==> src/rtl/tm_controller.sv <==
// Control unit for the 8-cell, 2-bit-symbol Turing machine tape.
// Steps a programmable 8-state x 4-symbol rule table, four cycles per step, until a halt condition.
module tm_controller #(
   parameter int MAX_STEPS = 255
) (
   input  logic       clk,
   input  logic       reset,
   input  logic       start,
   input  logic       clear_on_start,
   input  logic [2:0] init_state,
   input  logic [2:0] start_head,
   input  logic       rule_we,
   input  logic [4:0] rule_addr,
   input  logic [6:0] rule_data,
   input  logic [1:0] tape_out,
   output logic [2:0] tape_head,
   output logic       tape_mode,
   output logic [1:0] tape_in,
   output logic       tape_clr,
   output logic       busy,
   output logic       halted,
   output logic [1:0] halt_cause,
   output logic [2:0] cur_state,
   output logic [7:0] step_count
);

   localparam logic [2:0] IDLE   = 3'd0;
   localparam logic [2:0] CLEAR  = 3'd1;
   localparam logic [2:0] READ_A = 3'd2;
   localparam logic [2:0] READ_B = 3'd3;
   localparam logic [2:0] WRITE  = 3'd4;
   localparam logic [2:0] MOVE   = 3'd5;
   localparam logic [2:0] HALT   = 3'd6;

   localparam logic [7:0] STEP_LIMIT  = 8'(MAX_STEPS);
   localparam logic [6:0] HALT_ENTRY  = 7'b000_00_11;

   localparam logic [1:0] MV_STAY  = 2'b00;
   localparam logic [1:0] MV_RIGHT = 2'b01;
   localparam logic [1:0] MV_LEFT  = 2'b10;
   localparam logic [1:0] MV_HALT  = 2'b11;

   logic [2:0] fsm_reg;
   logic [2:0] cur_state_reg;
   logic [2:0] head_reg;
   logic [2:0] clr_idx_reg;
   logic [1:0] sym_reg;
   logic [2:0] next_state_reg;
   logic [1:0] move_reg;
   logic [1:0] halt_cause_reg;
   logic [7:0] step_count_reg;
   logic [7:0] step_next;

   logic [6:0]  rule_table [32];
   logic [31:0] entry_we;
   logic [6:0]  rule_sel;
   logic        idle_or_halt;
   logic        edge_fault;

   assign idle_or_halt = (fsm_reg == IDLE) || (fsm_reg == HALT);
   assign rule_sel     = rule_table[{cur_state_reg, sym_reg}];
   assign step_next    = step_count_reg + 8'd1;
   assign edge_fault   = ((move_reg == MV_RIGHT) && (head_reg == 3'd7)) ||
                         ((move_reg == MV_LEFT)  && (head_reg == 3'd0));

   // Table writes are only accepted while no run is in progress.
   genvar gi;
   generate
      for (gi = 0; gi < 32; gi++) begin : g_rule_we
         assign entry_we[gi] = rule_we && idle_or_halt && (rule_addr == 5'(gi));
      end
   endgenerate

   always_ff @(posedge clk) begin
      for (int i = 0; i < 32; i++) begin
         if (reset)
            rule_table[i] <= HALT_ENTRY;
         else if (entry_we[i])
            rule_table[i] <= rule_data;
      end
   end

   always_ff @(posedge clk) begin
      if (reset) begin
         fsm_reg        <= IDLE;
         cur_state_reg  <= 3'd0;
         head_reg       <= 3'd0;
         clr_idx_reg    <= 3'd0;
         sym_reg        <= 2'b00;
         next_state_reg <= 3'd0;
         move_reg       <= MV_STAY;
         halt_cause_reg <= 2'b00;
         step_count_reg <= 8'd0;
      end else begin
         case (fsm_reg)
            IDLE, HALT: begin
               if (start) begin
                  cur_state_reg  <= init_state;
                  head_reg       <= start_head;
                  clr_idx_reg    <= 3'd0;
                  step_count_reg <= 8'd0;
                  halt_cause_reg <= 2'b00;
                  fsm_reg        <= clear_on_start ? CLEAR : READ_A;
               end
            end
            CLEAR: begin
               clr_idx_reg <= clr_idx_reg + 3'd1;
               if (clr_idx_reg == 3'd7)
                  fsm_reg <= READ_A;
            end
            READ_A: fsm_reg <= READ_B;
            READ_B: begin
               sym_reg <= tape_out;
               fsm_reg <= WRITE;
            end
            WRITE: begin
               next_state_reg <= rule_sel[6:4];
               move_reg       <= rule_sel[1:0];
               fsm_reg        <= MOVE;
            end
            MOVE: begin
               cur_state_reg  <= next_state_reg;
               step_count_reg <= step_next;
               if (move_reg == MV_HALT) begin
                  halt_cause_reg <= 2'b01;
                  fsm_reg        <= HALT;
               end else if (edge_fault) begin
                  halt_cause_reg <= 2'b10;
                  fsm_reg        <= HALT;
               end else begin
                  // A legal move is still taken on the step that hits the limit.
                  if (move_reg == MV_RIGHT)
                     head_reg <= head_reg + 3'd1;
                  else if (move_reg == MV_LEFT)
                     head_reg <= head_reg - 3'd1;
                  if (step_next == STEP_LIMIT) begin
                     halt_cause_reg <= 2'b11;
                     fsm_reg        <= HALT;
                  end else begin
                     fsm_reg <= READ_A;
                  end
               end
            end
            default: fsm_reg <= IDLE;
         endcase
      end
   end

   // Write strobes are masked while reset is high so an interrupted write never lands.
   assign tape_mode  = !reset && ((fsm_reg == CLEAR) || (fsm_reg == WRITE));
   assign tape_clr   = !reset && (fsm_reg == CLEAR);
   assign tape_head  = (fsm_reg == CLEAR) ? clr_idx_reg : head_reg;
   assign tape_in    = (fsm_reg == WRITE) ? rule_sel[3:2] : 2'b00;
   assign busy       = (fsm_reg == CLEAR) || (fsm_reg == READ_A) || (fsm_reg == READ_B) ||
                       (fsm_reg == WRITE) || (fsm_reg == MOVE);
   assign halted     = (fsm_reg == HALT);
   assign halt_cause = halt_cause_reg;
   assign cur_state  = cur_state_reg;
   assign step_count = step_count_reg;

endmodule

==> config.mk <==
export PLATFORM = sky130hd
export DESIGN_NAME = tm_controller
export DESIGN_NICKNAME = d
export VERILOG_FILES = /design/src/rtl/tm_controller.sv
export SDC_FILE = /design/constraint.sdc
export NUM_CORES = 1
export LEC_CHECK = 0
export ABC_AREA = 1
export CELL_PAD_IN_SITES_DETAIL_PLACEMENT = 0
export CELL_PAD_IN_SITES_GLOBAL_PLACEMENT = 2
export CORE_MARGIN = 2
export CORE_UTILIZATION = 42
export DETAILED_ROUTE_END_ITERATION = 8
export GPL_ROUTABILITY_DRIVEN = 1
export PLACE_DENSITY_LB_ADDON = 0.08
export SYNTH_ARGS = -nofsm -noshare
export SYNTH_HDL_FRONTEND = slang
export SYNTH_SLANG_ARGS = --single-unit
==> constraint.sdc <==
create_clock -name clk -period 3.61 [get_ports clk]
set_clock_uncertainty 0.05 [all_clocks]
set_input_delay 0.722 -clock clk [delete_from_list [all_inputs] [get_ports clk]]
set_output_delay 0.722 -clock clk [all_outputs]
set_load 0.02 [all_outputs]
==> impl_metrics.env, run 1 <==
export IMPL_status="complete, no violations"
export IMPL_crit_type="flip-flop to output pin"
export IMPL_initial_core_util_pct=42.7
export IMPL_drv_slew=0
export IMPL_synth_top_family_by_area="simple AND/OR/NAND/NOR gates"
export IMPL_numClockSinks=253
export IMPL_syn_cell_area_mm2=0.0123
export IMPL_fill_cells=2763
export IMPL_cp_slowest_cell="clkdlybuf4s50_1"
export IMPL_synth_net_count=1407
export IMPL_grt_max_degree=43
export IMPL_ys_flop_type="edfxtp_1"
export IMPL_required_ns=2.84
export IMPL_critical_path_top_delay_family="buffers and inverters"
export IMPL_leakage_nw=5.54
export IMPL_rsz0062_at_grt="no"
export IMPL_cts_root_buf="clkbuf_16"
export IMPL_yosysUniqueCellTypes=34
export IMPL_drc=0
export IMPL_drt_total_wl_um=36600
export IMPL_antenna_found_initial=0
export IMPL_worst_setup_path_end_kind="output pin"
export IMPL_firstDrtPassIters=5
export IMPL_pin_count=47
export IMPL_rows=62
export IMPL_final_util_pct=50.1
export IMPL_grt_pass1_wl_um=56000
export IMPL_period_share_pct=89.2
export IMPL_routed_via_count=9744
export IMPL_cts_tree="yes"
export IMPL_synth_cells=1374
export IMPL_clk_latency_ns=0.55
export IMPL_cts_made_buffers=29
export IMPL_synthAdderAreaFrac_pct=0.875
export IMPL_final_nets=1465
export IMPL_gp_congestion=0.835
export IMPL_worst_path_buf_inv=4
export IMPL_multi_input_area_mm2=0.00424
export IMPL_ys_warn_count=0
export IMPL_fin_setup_tns_ns=0
export IMPL_rr_startpoint="fsm_reg[1]$_SDFFE_PP0P_"
export IMPL_slew_headroom_pct=28.1
export IMPL_period_minus_slack_ns=3.22
export IMPL_track_usage_pct=24.2
export IMPL_syn_area_per_cell_um2=8.95
export IMPL_final_common_cell="nand2_1"
export IMPL_grt_ovfl_total=0
export IMPL_diodes=0
export IMPL_wl_per_cell_um=19.9
export IMPL_ys_seq_elements=253
export IMPL_drive_gt1_share_pct=11.6
export IMPL_cp_startpoint="fsm_reg[0]$_SDFFE_PP0P_"
export IMPL_die_y_um=175
export IMPL_hold_class="flip-flop to flip-flop"
export IMPL_fp_dieArea_mm2=0.0307
export IMPL_port_buffers=46
export IMPL_crit_path_max_fanout=6
export IMPL_setup_viol=0
export IMPL_synth_mux_area_share_pct=0
export IMPL_synth_edf_count=224
export IMPL_ys_seq_area_share_pct=59.4
export IMPL_cp_arrival_ns=2.45
export IMPL_synth_compound_area_share_pct=6.62
export IMPL_area_growth_syn_to_layout_pct=17.3
export IMPL_hold_viol_final=0
export IMPL_grt_pass1_vias=9493
export IMPL_layout_setup_ws_ns=0.389
export IMPL_cts_hold_buffers_added=0
export IMPL_die_w_um=175
export IMPL_slowest_delay_ns=0.64
export IMPL_antenna_left=0
export IMPL_min_from="halt_cause[1]$_SDFFE_PP0P_"
export IMPL_h_tree_depth=1
export IMPL_ir_drop_mv=0.374
export IMPL_final_cell_mix="nand2_1, nor2_1, edfxtp_1"
export IMPL_fmax_mhz=310
export IMPL_clk_path_buf_depth=3
export IMPL_worstPathCellList="inv_1, nor2_1, inv_1, nor2_1, inv_1, nor2_1, clkdlybuf4s50_1"
export IMPL_core_area_mm2=0.0288
export IMPL_maxCapViolCount=0
export IMPL_cp_start_kind="flip-flop"
export IMPL_drtIter0Drc=866
export IMPL_detail_route_vias_per_cell=5.30
export IMPL_regArea_mm2=0.00731
export IMPL_largest_register_ffs=224
export IMPL_place_hpwl_um=24300
export IMPL_synth_xor_area_share_pct=0.0712
export IMPL_powerDensity_mw_per_mm2=564
export IMPL_yosys_area_share_simple_pct=26.9
export IMPL_ys_async_sr_fraction_pct=0
export IMPL_worstMarginPinSlew_ns=1.07
export IMPL_pre_cts_ws_ns=0.539
export IMPL_clk_pin_slew_worst_paths_ns=0.06
## worst paths after layout
path,endpoint,slack (ns),depth (start not counted)
setup reg to reg,rule_table[20][3]$_SDFFCE_PN0P_,0.93,8
hold / removal,halt_cause[1]$_SDFFE_PP0P_,0.41,2
setup / recovery,tape_clr,0.39,7
hold reg to reg,halt_cause[1]$_SDFFE_PP0P_,0.41,2
## cell usage after synthesis, types with 2 or more instances
cell type,number,area (µm²)
o21ai_0,90,450
inv_1,79,297
nor3_2,4,40.0
o21bai_1,2,15.0
a31oi_1,3,18.8
buf_1,5,18.8
nand2_1,343,1290
inv_2,22,82.6
nand3_1,150,751
buf_6,3,33.8
a32o_1,2,20.0
nand4_1,2,12.5
o22ai_1,4,25.0
nor3_4,9,146
ha_1,7,87.6
nand2_2,10,62.6
nor2_1,253,950
clkbuf_1,56,210
o221ai_1,12,105
a21oi_1,28,140
buf_2,19,95.1
edfxtp_1,224,6730
dfxtp_1,29,581
nor2_2,8,50.1
## logic make-up after synthesis
family / after synthesis
XOR/XNOR: 1
flip-flops: 253
adder cells (fa/ha/maj): 8
buffers and inverters: 186
AO/OA/AOI/OAI: 145
AND/OR/NAND/NOR: 781
## metal layers
metal,GRT usage [%],vias to the layer above,wire length (µm)
met5,0,-,0
met2,39.4,271,16900
li1,-,4691,-
met4,6.11,0,838
met1,33.9,4721,16700
met3,3.63,61,2150
## report_power, final
group	switching, mW	internal, mW
Sequential	0.0934	3.32
Clock	1.20	1.83
Combinational	1.16	0.532
Total	2.46	5.67
## area by class of cell
cell class,instances,area share [%]
Clock buffer,33,5.14
Clock inverter,21,1.63
Inverter,102,2.66
Multi-Input combinational cell,935,29.4
Sequential cell,253,50.7
Tap cell,384,3.33
Timing Repair Buffer,111,7.10
## metrics by stage
| stage | hold WS [ns] | instances | instance area (µm²) | power (mW) |
|---|---|---|---|---|
| after detailed placement | 0.406 | 1785 | 13400 | 5.17 |
| after floorplan | 0.406 | 1374 | 12300 | 4.49 |
| after global routing | 0.446 | 1839 | 14400 | 8.49 |
| after global placement | 0.401 | 1785 | 13400 | 5.16 |
| after CTS | 0.419 | 1839 | 14400 | 8.19 |
| final | 0.411 | 1839 | 14400 | 8.14 |
## worst min-delay path, delay by kind of cell (launching register included)
kind,cells,cell delay (ns)
compound gates,1,0.05
buf+inv,1,0.05
flops,1,0.32
## repair_timing
item,in CTS,in global routing
pin swaps,0,0
setup endpoints to repair,2,2
endpoints found under the hold margin,0,0
resized for setup,1,2
setup buffers,0,0
No activity file was read; power rests on OpenSTA's default activity.
==> run 2, diff against run 1 <==
--- a/config.mk
+++ b/config.mk
@@ -9,7 +9,8 @@
 export CELL_PAD_IN_SITES_DETAIL_PLACEMENT = 0
 export CELL_PAD_IN_SITES_GLOBAL_PLACEMENT = 2
 export CORE_MARGIN = 2
-export CORE_UTILIZATION = 42
+export CORE_UTILIZATION = 43
+export CTS_BUF_LIST = sky130_fd_sc_hd__clkbuf_8
 export DETAILED_ROUTE_END_ITERATION = 8
 export GPL_ROUTABILITY_DRIVEN = 1
 export PLACE_DENSITY_LB_ADDON = 0.08
==> run 2 against run 1 <==
Fmax fell by 3.5%. Largest cell class unchanged. Highest routed layer unchanged. Routed wire length rose by 0.79%. Clock power fell by 7.3%. Largest power group unchanged. Critical endpoint is now tape_mode. Sequential power barely moved.
==> impl_metrics.env, run 2 (synthesis results as in run 1) <==
export IMPL_status="complete, no violations"
export IMPL_slew_headroom_pct=22.3
export IMPL_post_cts_buffers=0
export IMPL_p_seq_share_pct=43.3
export IMPL_fmax_mhz=300
export IMPL_drv_slew=0
export IMPL_cp_arrival_ns=2.57
export IMPL_core_area_mm2=0.0279
export IMPL_cts_tree="yes"
export IMPL_detail_route_vias_per_cell=5.27
export IMPL_crit_path_max_fanout=7
export IMPL_period_minus_slack_ns=3.34
export IMPL_cts_root_buf="clkbuf_8"
export IMPL_antenna_found_initial=0
export IMPL_wl_per_cell_um=20.0
export IMPL_pin_count=47
export IMPL_grt_pass1_vias=9376
export IMPL_cp_slowest_cell="clkdlybuf4s50_1"
export IMPL_port_buffers=46
export IMPL_die_y_um=173
export IMPL_maxCapViolCount=0
export IMPL_numClockSinks=253
export IMPL_firstDrtPassIters=7
export IMPL_drtIter0Drc=808
export IMPL_crit_type="flip-flop to output pin"
export IMPL_drc=0
export IMPL_grt_pass1_wl_um=56400
export IMPL_place_hpwl_um=24200
export IMPL_antenna_left=0
export IMPL_worstPathCellList="nand2_1, nor2_1, inv_1, a21oi_1, clkdlybuf4s50_1"
export IMPL_rows=61
export IMPL_pwr_share_comb_pct=21.1
export IMPL_area_growth_syn_to_layout_pct=15.2
export IMPL_switching_share_pct=31.7
export IMPL_gp_congestion=0.821
export IMPL_hold_class="flip-flop to flip-flop"
export IMPL_rr_startpoint="fsm_reg[1]$_SDFFE_PP0P_"
export IMPL_stdcell_count=1841
export IMPL_drt_total_wl_um=36900
export IMPL_cts_made_buffers=46
export IMPL_p_int_mw=5.38
export IMPL_worst_setup_path_end_kind="output pin"
export IMPL_critical_path_top_delay_family="buffers and inverters"
export IMPL_drive_gt1_share_pct=11.4
export IMPL_fp_dieArea_mm2=0.0300
export IMPL_ir_drop_mv=0.250
export IMPL_final_util_pct=50.7
export IMPL_initial_core_util_pct=44.0
export IMPL_clk_path_buf_depth=3
export IMPL_fin_setup_tns_ns=0
export IMPL_required_ns=2.84
export IMPL_min_from="halt_cause[1]$_SDFFE_PP0P_"
export IMPL_setup_viol=0
export IMPL_slowest_delay_ns=0.63
export IMPL_p_clk_share_pct=35.6
export IMPL_worst_path_buf_inv=2
export IMPL_powerDensity_mw_per_mm2=557
export IMPL_diodes=0
export IMPL_clk_pin_slew_worst_paths_ns=0.06
export IMPL_leakage_nw=5.41
export IMPL_worst_r2r_path_depth=8
export IMPL_layout_setup_ws_ns=0.271
export IMPL_die_w_um=173
export IMPL_grt_ovfl_total=0
export IMPL_clk_latency_ns=0.57
export IMPL_track_usage_pct=24.7
export IMPL_cp_start_kind="flip-flop"
export IMPL_hold_viol_final=0
export IMPL_timing_rr_end="rule_table[7][0]$_SDFFCE_PN1P_"
export IMPL_worstMarginPinSlew_ns=1.15
export IMPL_final_common_cell="nand2_1"
export IMPL_hold_end="halt_cause[1]$_SDFFE_PP0P_"
export IMPL_final_nets=1460
export IMPL_pre_cts_ws_ns=0.443
export IMPL_period_share_pct=92.5
export IMPL_routed_via_count=9696
export IMPL_rrSetupSlack_ns=0.89
export IMPL_largest_register_ffs=224
export IMPL_whs_path_depth=2
export IMPL_p_switching_mw=2.50
export IMPL_grt_max_degree=71
export IMPL_final_cell_mix="nand2_1, nor2_1, edfxtp_1"
export IMPL_place_inst=1757
export IMPL_rsz0062_at_grt="no"
export IMPL_h_tree_depth=2
[run 2: how the worst max path moves through the flow]
stage                             from                        endpoint  slack (ns)  depth (start not counted)
6_report       fsm_reg[2]$_SDFFE_PP0P_                       tape_mode        0.27                          5
5_1_grt        fsm_reg[2]$_SDFFE_PP0P_                       tape_mode         0.1                          5
2_1_floorplan                    reset                       tape_mode        1.03                          4
3_5_place_dp              rule_addr[2]  rule_table[7][6]$_SDFFCE_PN0P_        0.44                          5
3_3_place_gp              rule_addr[2]  rule_table[7][6]$_SDFFCE_PN0P_        0.44                          5
4_1_cts        fsm_reg[2]$_SDFFE_PP0P_                       tape_mode        0.24                          5
[run 2: worst min-delay path: cells and delay by family (launching register included)]
family,cells,cell delay (ns)
compound gates,1,0.05
flops,1,0.31
buf+inv,1,0.05
[run 2: routing by layer]
metal / up-vias / part of all wire (%) / global-route usage, % / wire, µm
met5: - / 0 / 0 / 0
met4: 0 / 2.9 / 7.63 / 1070
met3: 70 / 7.1 / 4.09 / 2600
met2: 355 / 44 / 38.1 / 16400
met1: 4583 / 46 / 35.7 / 16900
li1: 4688 / - / - / -
[run 2: what timing repair did]
item,in CTS,in global routing
gates resized for setup,4,0
setup endpoints to repair,2,0
hold buffers,0,0
[run 2: final cells by class]
| type | instances | area (µm²) |
|---|---|---|
| sequential | 253 | 7310 |
| fill | 2656 | 13800 |
| clock buffer | 46 | 633 |
| clock inverter | 38 | 297 |
| tap | 378 | 473 |
| inverter | 102 | 384 |
| multi-input combinational | 935 | 4240 |
| timing repair buffer | 89 | 821 |
[run 2: metrics by stage]
| stage | hold slack, ns | total power, mW | area (µm²) |
|---|---|---|---|
| detailed placement | 0.410 | 5.13 | 13200 |
| global placement | 0.401 | 5.13 | 13200 |
| floorplan | 0.406 | 4.49 | 12300 |
| CTS | 0.421 | 7.91 | 14200 |
| finish | 0.410 | 7.88 | 14200 |
| global route | 0.445 | 8.23 | 14200 |
[run 2: power groups by stage]
stage | clock (mW) | combinational (mW) | sequential (mW)
floorplan | 0 | 1.04 | 3.45
global placement | 0 | 1.66 | 3.47
detailed placement | 0 | 1.66 | 3.47
CTS | 2.84 | 1.67 | 3.41
global route | 2.97 | 1.83 | 3.43
finish | 2.81 | 1.66 | 3.41
==> run 3, diff against run 2 <==
--- a/config.mk
+++ b/config.mk
@@ -5,11 +5,10 @@
 export SDC_FILE = /design/constraint.sdc
 export NUM_CORES = 1
 export LEC_CHECK = 0
-export ABC_AREA = 1
 export CELL_PAD_IN_SITES_DETAIL_PLACEMENT = 0
 export CELL_PAD_IN_SITES_GLOBAL_PLACEMENT = 2
 export CORE_MARGIN = 2
-export CORE_UTILIZATION = 43
+export CORE_UTILIZATION = 49
 export CTS_BUF_LIST = sky130_fd_sc_hd__clkbuf_8
 export DETAILED_ROUTE_END_ITERATION = 8
 export GPL_ROUTABILITY_DRIVEN = 1
==> run 3 against run 2 <==
Sequential share of layout area grew 1.2 points. Clock power shrank 20%. Routed wire length shrank 16%. Non-clock buffer count grew 25. Count of clock-buffer cells in the layout shrank 1. Total power shrank 20%. Utilization grew 6.6 points. Final area shrank 2.2%. Sequential power shrank 2%. Critical endpoint is now tape_in[0]. Highest routed layer unchanged.
==> impl_metrics.env, run 3 <==
export IMPL_ys_async_sr_fraction_pct=0
export IMPL_pwr_share_comb_pct=10.7
export IMPL_initial_core_util_pct=49.6
export IMPL_grt_ovfl_total=0
export IMPL_synth_area_top_cells="edfxtp_1, mux4_2, and2_1, dfxtp_1, or3_1"
export IMPL_port_buffers=46
export IMPL_largest_register_ffs=224
export IMPL_grt_pass1_wl_um=47900
export IMPL_drt_total_wl_um=31000
export IMPL_total_power_mw=6.27
export IMPL_hold_viol_final=0
export IMPL_timing_rr_end="rule_table[8][3]$_SDFFCE_PN0P_"
export IMPL_die_w_um=160
export IMPL_drc=0
export IMPL_hold_class="flip-flop to flip-flop"
export IMPL_whs_path_depth=2
export IMPL_synth_top_family_by_area="simple AND/OR/NAND/NOR gates"
export IMPL_h_tree_depth=2
export IMPL_crit_path_max_fanout=10
export IMPL_diodes=0
export IMPL_cp_arrival_ns=2.70
export IMPL_p_switching_mw=1.59
export IMPL_worstMarginPinSlew_ns=1.17
export IMPL_synth_edf_count=224
export IMPL_detail_route_vias_per_cell=5.76
export IMPL_numClockSinks=253
export IMPL_drv_slew=0
export IMPL_cp_start_kind="flip-flop"
export IMPL_required_ns=2.84
export IMPL_critical_path_top_delay_family="multiplexers"
export IMPL_pin_count=47
export IMPL_synth_most_common_cell="edfxtp_1"
export IMPL_rrSetupSlack_ns=0.90
export IMPL_rows=57
export IMPL_syn_area_per_cell_um2=13.3
export IMPL_min_from="halt_cause[1]$_SDFFE_PP0P_"
export IMPL_ys_warn_count=0
export IMPL_fmax_mhz=288
export IMPL_period_share_pct=96.2
export IMPL_drtIter0Drc=836
export IMPL_synth_mux_area_share_pct=11.9
export IMPL_rr_startpoint="fsm_reg[1]$_SDFFE_PP0P_"
export IMPL_final_cell_mix="edfxtp_1, and2_1, nor2_1, or3_1, buf_4"
export IMPL_antenna_left=0
export IMPL_final_common_cell="edfxtp_1"
export IMPL_layout_setup_ws_ns=0.136
export IMPL_ys_seq_elements=253
export IMPL_rsz0062_at_grt="no"
export IMPL_syn_cell_area_mm2=0.0120
export IMPL_track_usage_pct=24.8
export IMPL_cts_made_buffers=43
export IMPL_p_seq_share_pct=53.4
export IMPL_place_inst=1271
export IMPL_grt_max_degree=49
export IMPL_cts_tree="yes"
export IMPL_place_hpwl_um=21900
export IMPL_core_area_mm2=0.0242
export IMPL_synth_xor_area_share_pct=0.366
export IMPL_clk_path_buf_depth=3
export IMPL_area_growth_syn_to_layout_pct=15.6
export IMPL_powerDensity_mw_per_mm2=453
export IMPL_period_minus_slack_ns=3.47
export IMPL_clk_latency_ns=0.55
export IMPL_leakage_nw=4.59
export IMPL_setup_viol=0
export IMPL_slew_headroom_pct=20.9
export IMPL_cts_root_buf="clkbuf_8"
export IMPL_maxCapViolCount=0
export IMPL_ys_seq_area_share_pct=61.0
export IMPL_wl_per_cell_um=23.0
export IMPL_yosysUniqueCellTypes=47
export IMPL_switching_share_pct=25.3
export IMPL_yosys_area_top_type="edfxtp_1"
export IMPL_p_clk_share_pct=35.9
export IMPL_fp_dieArea_mm2=0.0257
export IMPL_yosys_area_share_simple_pct=18.2
export IMPL_worst_r2r_path_depth=5
export IMPL_hold_end="halt_cause[1]$_SDFFE_PP0P_"
export IMPL_die_y_um=160
export IMPL_ys_flop_type="edfxtp_1"
export IMPL_cp_slowest_cell="mux4_2"
export IMPL_drive_gt1_share_pct=18.3
export IMPL_yosysTopAreaCellShare_pct=56.1
export IMPL_final_nets=1029
export IMPL_antenna_found_initial=0
export IMPL_stdcell_count=1348
export IMPL_ir_drop_mv=0.241
export IMPL_slowest_delay_ns=0.52
export IMPL_status="complete, no violations"
export IMPL_grt_pass1_vias=7985
export IMPL_path_common_cell="mux4_2"
export IMPL_synthAdderAreaFrac_pct=0.898
export IMPL_pre_cts_ws_ns=0.298
export IMPL_p_int_mw=4.69
export IMPL_fin_setup_tns_ns=0
export IMPL_worst_setup_path_end_kind="output pin"
export IMPL_cts_hold_buffers_added=0
export IMPL_synth_net_count=935
export IMPL_gp_congestion=0.847
export IMPL_routed_via_count=7763
export IMPL_synth_cells=902
export IMPL_firstDrtPassIters=6
export IMPL_synth_compound_area_share_pct=5.09
export IMPL_crit_type="flip-flop to output pin"
export IMPL_ys_top_cells_by_count="edfxtp_1, and2_1, nor2_1, or3_1, mux4_2"
export IMPL_worst_path_buf_inv=2
export IMPL_worstPathCellList="buf_8, mux4_2, mux4_2, mux2i_2, nor2_1, dlygate4sd2_1"
export IMPL_clk_pin_slew_worst_paths_ns=0.06
[run 3: cell count changes in the layout (fill, tap and decap cells not counted), moves of 60 or more]
cell and change:
or3_1 +66, nand2_1 -302, inv_1 -60, mux4_2 +60, nor2_1 -187, and2_1 +161, nand3_1 -133
[run 3: kinds of logic (layout without fill, tap and decap cells)]
| group | count (synthesis) | in the layout |
|---|---|---|
| simple gates | 390 | 390 |
| flops | 253 | 253 |
| compound gates | 106 | 106 |
| buf+inv | 73 | 195 |
| mux | 67 | 67 |
| fa+ha+maj | 8 | 8 |
| xor+xnor | 5 | 5 |
[run 3: worst max path at each step]
stage,slack [ns],startpoint,cells past startpoint,end
after floorplan,0.91,sym_reg[0]$_SDFFE_PP0P_,6,tape_in[0]
after global placement,0.30,sym_reg[0]$_SDFFE_PP0P_,5,tape_in[0]
after detailed placement,0.30,sym_reg[0]$_SDFFE_PP0P_,5,tape_in[0]
after CTS,0.07,sym_reg[0]$_SDFFE_PP0P_,6,tape_in[0]
after global routing,0.007,sym_reg[0]$_SDFFE_PP0P_,6,tape_in[0]
final,0.14,sym_reg[0]$_SDFFE_PP0P_,6,tape_in[0]
[run 3: per-stage QoR]
stage | hold slack [ns] | util (%) | cell area [µm²]
2_1_floorplan | 0.415 | - | 12000
3_3_place_gp | 0.424 | 54.0 | 13100
3_5_place_dp | 0.445 | 54.0 | 13100
4_1_cts | 0.455 | 57.2 | 13800
5_1_grt | 0.477 | 57.3 | 13800
6_report | 0.451 | 57.3 | 13800
[run 3: metal layers]
| metal | track usage, % | up-vias | part of all wire [%] |
|---|---|---|---|
| met4 | 6.63 | 0 | 2.1 |
| met2 | 42.0 | 258 | 50 |
| met5 | 0 | - | 0 |
| li1 | - | 3550 | - |
| met3 | 5.22 | 52 | 6.8 |
| met1 | 33.0 | 3903 | 41 |
[run 3: layout make-up]
cell class	count	area (µm²)
fillers	1956	10300
clock inverters	28	111
flip-flops and latches	253	7310
clock buffers	45	619
inverters	8	30.0
multi-input cells	576	4370
well taps	324	405
repair buffers	114	988
[run 3: timing repair]
| item | in CTS | in global routing |
|---|---|---|
| setup endpoints to repair | 2 | 1 |
| setup buffers | 4 | 0 |
| gates resized for setup | 5 | 1 |
[run 3: worst min-delay path, cell delays in order (launching register included)]
cell     delay [ns]
dfxtp_1        0.32
o21ai_0        0.07
a21oi_1        0.06
[run 3: power groups by stage]
stage / Combinational [mW] / Clock, mW / Sequential (mW)
CTS: 0.677 / 2.30 / 3.35
floorplan: 0.418 / 0 / 3.36
global placement: 0.647 / 0 / 3.41
finish: 0.670 / 2.25 / 3.35
detailed placement: 0.660 / 0 / 3.42
global route: 0.725 / 2.42 / 3.36
